`src/rtl/cbus_arbiter.sv`:
```
// cbus_arbiter: burst-locked arbiter sharing one cbus between NUM_INPUTS cache masters.
// Define CBUS_ARB_ROUND_ROBIN_EN for round-robin selection; default is fixed lowest-index priority.

package cbus_pkg;

  typedef logic [7:0] mlen_t;

  localparam mlen_t MLEN1  = 8'h00;
  localparam mlen_t MLEN2  = 8'h01;
  localparam mlen_t MLEN4  = 8'h03;
  localparam mlen_t MLEN8  = 8'h07;
  localparam mlen_t MLEN16 = 8'h0f;

  typedef struct packed {
    logic        valid;
    logic        is_write;
    logic [2:0]  size;
    logic [63:0] addr;
    logic [7:0]  strobe;
    logic [63:0] data;
    mlen_t       len;
    logic [1:0]  burst;
  } cbus_req_t;

  typedef struct packed {
    logic        ready;
    logic        last;
    logic [63:0] data;
  } cbus_resp_t;

endpackage

module cbus_arbiter
  import cbus_pkg::*;
#(
  parameter int NUM_INPUTS = 2,
  localparam int IDX_W = $clog2(NUM_INPUTS)
) (
  input  logic                         clk,
  input  logic                         reset,
  input  cbus_req_t  [NUM_INPUTS-1:0]  ireqs,
  output cbus_resp_t [NUM_INPUTS-1:0]  iresps,
  output cbus_req_t                    oreq,
  input  cbus_resp_t                   oresp,
  output logic                         busy,
  output logic       [IDX_W-1:0]       grant_idx,
  output logic                         proto_err
);

  typedef enum logic {
    IDLE,
    BUSY
  } state_t;

  state_t            state_q, state_d;
  logic [IDX_W-1:0]  grantIdx_q, grantIdx_d;
  mlen_t             beatCnt_q, beatCnt_d;
  logic              protoErr_q, protoErr_d;

  logic [NUM_INPUTS-1:0] reqValid;
  logic                  anyValid;
  logic [IDX_W-1:0]      winnerIdx;

  always_comb begin
    reqValid = '0;
    for (int i = 0; i < NUM_INPUTS; i++) begin
      reqValid[IDX_W'(i)] = ireqs[IDX_W'(i)].valid;
    end
  end

  assign anyValid = |reqValid;

`ifdef CBUS_ARB_ROUND_ROBIN_EN
  // Until the first grant after reset the search starts at index 0 inclusive.
  logic rrStarted_q;

  always_ff @(posedge clk) begin
    if (reset) begin
      rrStarted_q <= 1'b0;
    end else if (state_q == IDLE && anyValid) begin
      rrStarted_q <= 1'b1;
    end
  end

  always_comb begin
    int  cand;
    logic found;
    winnerIdx = '0;
    found     = 1'b0;
    cand      = 0;
    for (int k = 0; k < NUM_INPUTS; k++) begin
      cand = rrStarted_q ? ((int'(grantIdx_q) + 1 + k) % NUM_INPUTS) : k;
      if (!found && reqValid[IDX_W'(cand)]) begin
        winnerIdx = IDX_W'(cand);
        found     = 1'b1;
      end
    end
  end
`else
  always_comb begin
    winnerIdx = '0;
    for (int i = NUM_INPUTS - 1; i >= 0; i--) begin
      if (reqValid[IDX_W'(i)]) begin
        winnerIdx = IDX_W'(i);
      end
    end
  end
`endif

  // Errors compare against the beat count before this beat is added.
  always_comb begin
    state_d    = state_q;
    grantIdx_d = grantIdx_q;
    beatCnt_d  = beatCnt_q;
    protoErr_d = protoErr_q;
    oreq       = '0;
    iresps     = '0;
    case (state_q)
      IDLE: begin
        if (anyValid) begin
          state_d    = BUSY;
          grantIdx_d = winnerIdx;
          beatCnt_d  = '0;
        end
      end
      BUSY: begin
        oreq               = ireqs[grantIdx_q];
        iresps[grantIdx_q] = oresp;
        if (oresp.ready) begin
          beatCnt_d = beatCnt_q + 8'd1;
          if (oresp.last && (beatCnt_q != oreq.len)) begin
            protoErr_d = 1'b1;
          end
          if (!oresp.last && (beatCnt_q == oreq.len)) begin
            protoErr_d = 1'b1;
          end
          if (oresp.last) begin
            state_d = IDLE;
          end
        end
      end
      default: begin
        state_d = IDLE;
      end
    endcase
  end

  always_ff @(posedge clk) begin
    if (reset) begin
      state_q    <= IDLE;
      grantIdx_q <= '0;
      beatCnt_q  <= '0;
      protoErr_q <= 1'b0;
    end else begin
      state_q    <= state_d;
      grantIdx_q <= grantIdx_d;
      beatCnt_q  <= beatCnt_d;
      protoErr_q <= protoErr_d;
    end
  end

  assign busy      = (state_q == BUSY);
  assign grant_idx = grantIdx_q;
  assign proto_err = protoErr_q;

endmodule
```
`config.mk`:
```
export PLATFORM = sky130hd
export DESIGN_NAME = cbus_arbiter
export DESIGN_NICKNAME = d
export VERILOG_FILES = /design/src/rtl/cbus_arbiter.sv
export SDC_FILE = /design/constraint.sdc
export NUM_CORES = 1
export LEC_CHECK = 0
export ABC_AREA = 1
export CAP_MARGIN = 20
export CELL_PAD_IN_SITES_DETAIL_PLACEMENT = 1
export CELL_PAD_IN_SITES_GLOBAL_PLACEMENT = 1
export CORE_AREA = 2 2 255 257
export DETAILED_ROUTE_END_ITERATION = 8
export DIE_AREA = 0 0 257 259
export HOLD_SLACK_MARGIN = 0.08
export PLACE_DENSITY_LB_ADDON = 0.1
export SLEW_MARGIN = 20
export SYNTH_ARGS = -nofsm -noshare
export SYNTH_HDL_FRONTEND = slang
export SYNTH_SLANG_ARGS = --single-unit
```
`constraint.sdc`:
```
create_clock -name clk -period 1.2 [get_ports clk]
set_clock_uncertainty 0.15 [all_clocks]
set_input_delay 0.12 -clock clk [delete_from_list [all_inputs] [get_ports clk]]
set_output_delay 0.12 -clock clk [all_outputs]
set_load 0.05 [all_outputs]
```
==> flow_summary_export.csv <==
group,metric,value,unit
clock_network,clock_path_buffers,2,
sta,clock.fmax,590,MHz
sta,final.min_clock_period,1.69,ns
grt,grt_pass1_wl,43700,µm
cells_and_area,stdcell_count,1953,
detailed_routing,drc,0,
grt,antenna_found_initial,6,
detailed_routing,drtAntennaViolNets,0,
sta,hold_viol,0,
synthesis,synthTopCellsByArea,"nand2_1 31%, inv_1 29%, buf_4 21%",
cells_and_area,multi_input_area,2540,µm²
worst_setup_path,critPathSlowestCell,"dfxtp_4",
worst_setup_path,critPathKind,"reg -> out",
worst_setup_path,end_kind,"primary output",
synthesis,synth-edff-count,0,
detailed_routing,drt_iter0_drc,54,
worst_setup_path,regToRegSetupSlack,-0.40,ns
synthesis,yosysSeqAreaShare,6.84,%
worst_setup_path,cp-start-kind,"register",
floorplan,die_x,257,µm
clock_network,clk_pin_slew_worst_paths,0.04,ns
clock_network,cts_tree,"built",
clock_network,cts_root_buffer,"clkbuf_16",
placed_design,port_buffers,437,
sta,setup_tns,-92.37,ns
detailed_routing,drt_wl_total,32500,µm
placed_design,place_hpwl,28700,µm
pwr,power_density,574,nW/µm²
grt,overflow,0,
detailed_routing,avgViaCountPerCell,2.63,
floorplan,die_area,66600,µm²
synthesis,synth_top_area_share,31.0,%
grt,track_usage,9.21,%
synthesis,synth_warnings,0,
placed_design,dp.cells,1919,
synthesis,synth_area,2930,µm²
worst_setup_path,crit_chain,"buf_12 -> buf_16 -> buf_12 -> nand2_2 -> clkinvlp_4 -> buf_12",
grt,grt_pass1_vias,5412,
worst_setup_path,crit_top_cell,"buf_12",
status,violations,"setup timing",
synthesis,synth_top_cell_by_area,"nand2_1",
detailed_routing,dr.pass1.iters,4,
synthesis,synth_cell_types,26,
worst_setup_path,worstReg2RegStart,"busy$_SDFF_PP0_",
pwr,p_leak,0.00486,µW
cells_and_area,regArea,209,µm²
synthesis,syn_inst,616,
cells_and_area,nets,1469,
cells_and_area,fill_cells,7236,
sta,setup_violations,228,
hold_path,hold_class,"reg -> reg",
sta,rsz0062_at_grt,"true",
sta,min_period_over_period,141,%
worst_setup_path,cp_data_arrival_time,1.42,ns
floorplan,ios,656,
worst_setup_path,rr_worst_depth,10,
worst_setup_path,critPathMaxFanout,8,
floorplan,core_area,63900,µm²
clock_network,numCtsBuffers,3,
worst_setup_path,startpoint,"busy$_SDFF_PP0_",
detailed_routing,vias,5136,
floorplan,fp-row-count,93,
synthesis,ys_seq_elements,10,
worst_setup_path,cp-endpoint,"iresps[11]",
clock_network,clk_latency,0.24,ns
synthesis,synth_common_cells,"242 x nand2_1, 230 x inv_1, 82 x buf_4",
cells_and_area,drive_gt1_share,65.4,%
synthesis,synth_most_common_cell,"nand2_1",
synthesis,ys_async_sr_fraction,0,%
sta,postLayoutSetupSlackWorst,-0.494,ns
clock_network,clkSinkCount,10,
floorplan,initial_utilization,4.58,%
grt,grt_max_degree,31,
sta,slew_viol_final,0,
worst_setup_path,required,0.93,ns
detailed_routing,routedWlPerCell,16.6,µm
worst_setup_path,slowest_delay,0.36,ns
pwr,ir_drop,295,µV
placed_design,routabilityCongestion,0.764,
clock_network,cts-htree-levels,1,
status,status,"complete, but fails checks",
cells_and_area,syn2layout_area_growth,350,%
worst_setup_path,rr_endpoint,"beatCnt_q[4]$_SDFFE_PP0P_",
floorplan,die_y,259,µm
synthesis,ys.flop_type,"dfxtp_1",
flow_run,max-cap-violations,0,
synthesis,syn_area_per_cell,4.75,µm²
-- where the power goes --
group / switching [µW] / internal (µW) / total [µW]
Clock: 166 / 446 / 612
Sequential: 11.1 / 341 / 352
Combinational: 3660 / 2950 / 6600
-- state kept, by name (all words and copies together), names as in the netlist --
signal	cells
busy	1
proto_err	1
beatCnt_q	8
-- logic make-up (layout without fill, tap and decap cells) --
kind of cell    Yosys count  in the layout  synth area share, %
buf+inv                 323            738                 52.4
simple gates            264            264                 36.3
compound gates           10             10                 1.84
flops                    10             10                 6.84
xor+xnor                  7              7                 2.09
fa+ha+maj                 1              1                0.427
other cells               1             68                0.128
-- per-layer routing --
layer | routed length (µm) | global-route usage (%)
met5 | 55 | 0
met4 | 162 | 0.598
met3 | 3970 | 4.77
met2 | 15600 | 15.9
met1 | 12700 | 10.5
-- layout by cell type (no fill, tap or decap), types with 5 or more instances in the layout --
master	n
buf_12	236
nor2_1	6
nand2_2	79
clkbuf_16	7
buf_8	6
xnor2_1	6
nand2_4	110
conb_1	67
buf_16	10
nand2_1	52
dfxtp_1	5
buf_4	25
a21oi_1	6
clkinvlp_4	217
inv_1	12
clkdlybuf4s50_1	218
-- cell type report --
cell class                      instances  share of cell area, %
Tap cell                              855                   8.12
Timing Repair Buffer                  502                   57.6
Antenna cell                            1                 0.0190
Clock buffer                            4                  0.598
Inverter                              232                   12.8
Sequential cell                        10                   1.59
Multi-Input combinational cell        349                   19.3
-- how the worst min path moves through the flow --
stage,from,cells after the start,slack [ns],to
after floorplan,reset,1,0.03,beatCnt_q[1]$_SDFFE_PP0P_
after detailed placement,proto_err$_SDFFE_PP0P_,2,0.35,proto_err$_SDFFE_PP0P_
after CTS,proto_err$_SDFFE_PP0P_,2,0.36,proto_err$_SDFFE_PP0P_
final,proto_err$_SDFFE_PP0P_,2,0.36,proto_err$_SDFFE_PP0P_
after global routing,proto_err$_SDFFE_PP0P_,2,0.38,proto_err$_SDFFE_PP0P_
after global placement,proto_err$_SDFFE_PP0P_,2,0.33,proto_err$_SDFFE_PP0P_
-- through the flow --
stage          power (µW)  hold slack [ns]  setup WS [ns]  utilization (%)  cell area (µm²)
2_1_floorplan        3360           0.0317         -0.248                -             4230
3_3_place_gp         6260            0.334         -0.441             18.1            11600
3_5_place_dp         6260            0.345         -0.457             18.1            11600
4_1_cts              7510            0.357         -0.520             20.0            12800
5_1_grt              7910            0.376         -0.539             20.6            13200
6_report             7570            0.355         -0.494             20.6            13200
-- critical path: cells and delay by family, from the launching register on --
kind | cells | cell delay (ns)
buffers and inverters | 5 | 0.73
flip-flops | 1 | 0.36
AND/OR/NAND/NOR | 1 | 0.07
-- what timing repair did --
action	4_1_cts	5_1_grt
gates resized for setup	220	81
cloned	7	5
buffers inserted	18	3
pin swaps	5	0
hold buffers	0	0
setup endpoints to repair	228	228
Note: power is estimated with default switching activity, not from simulation.
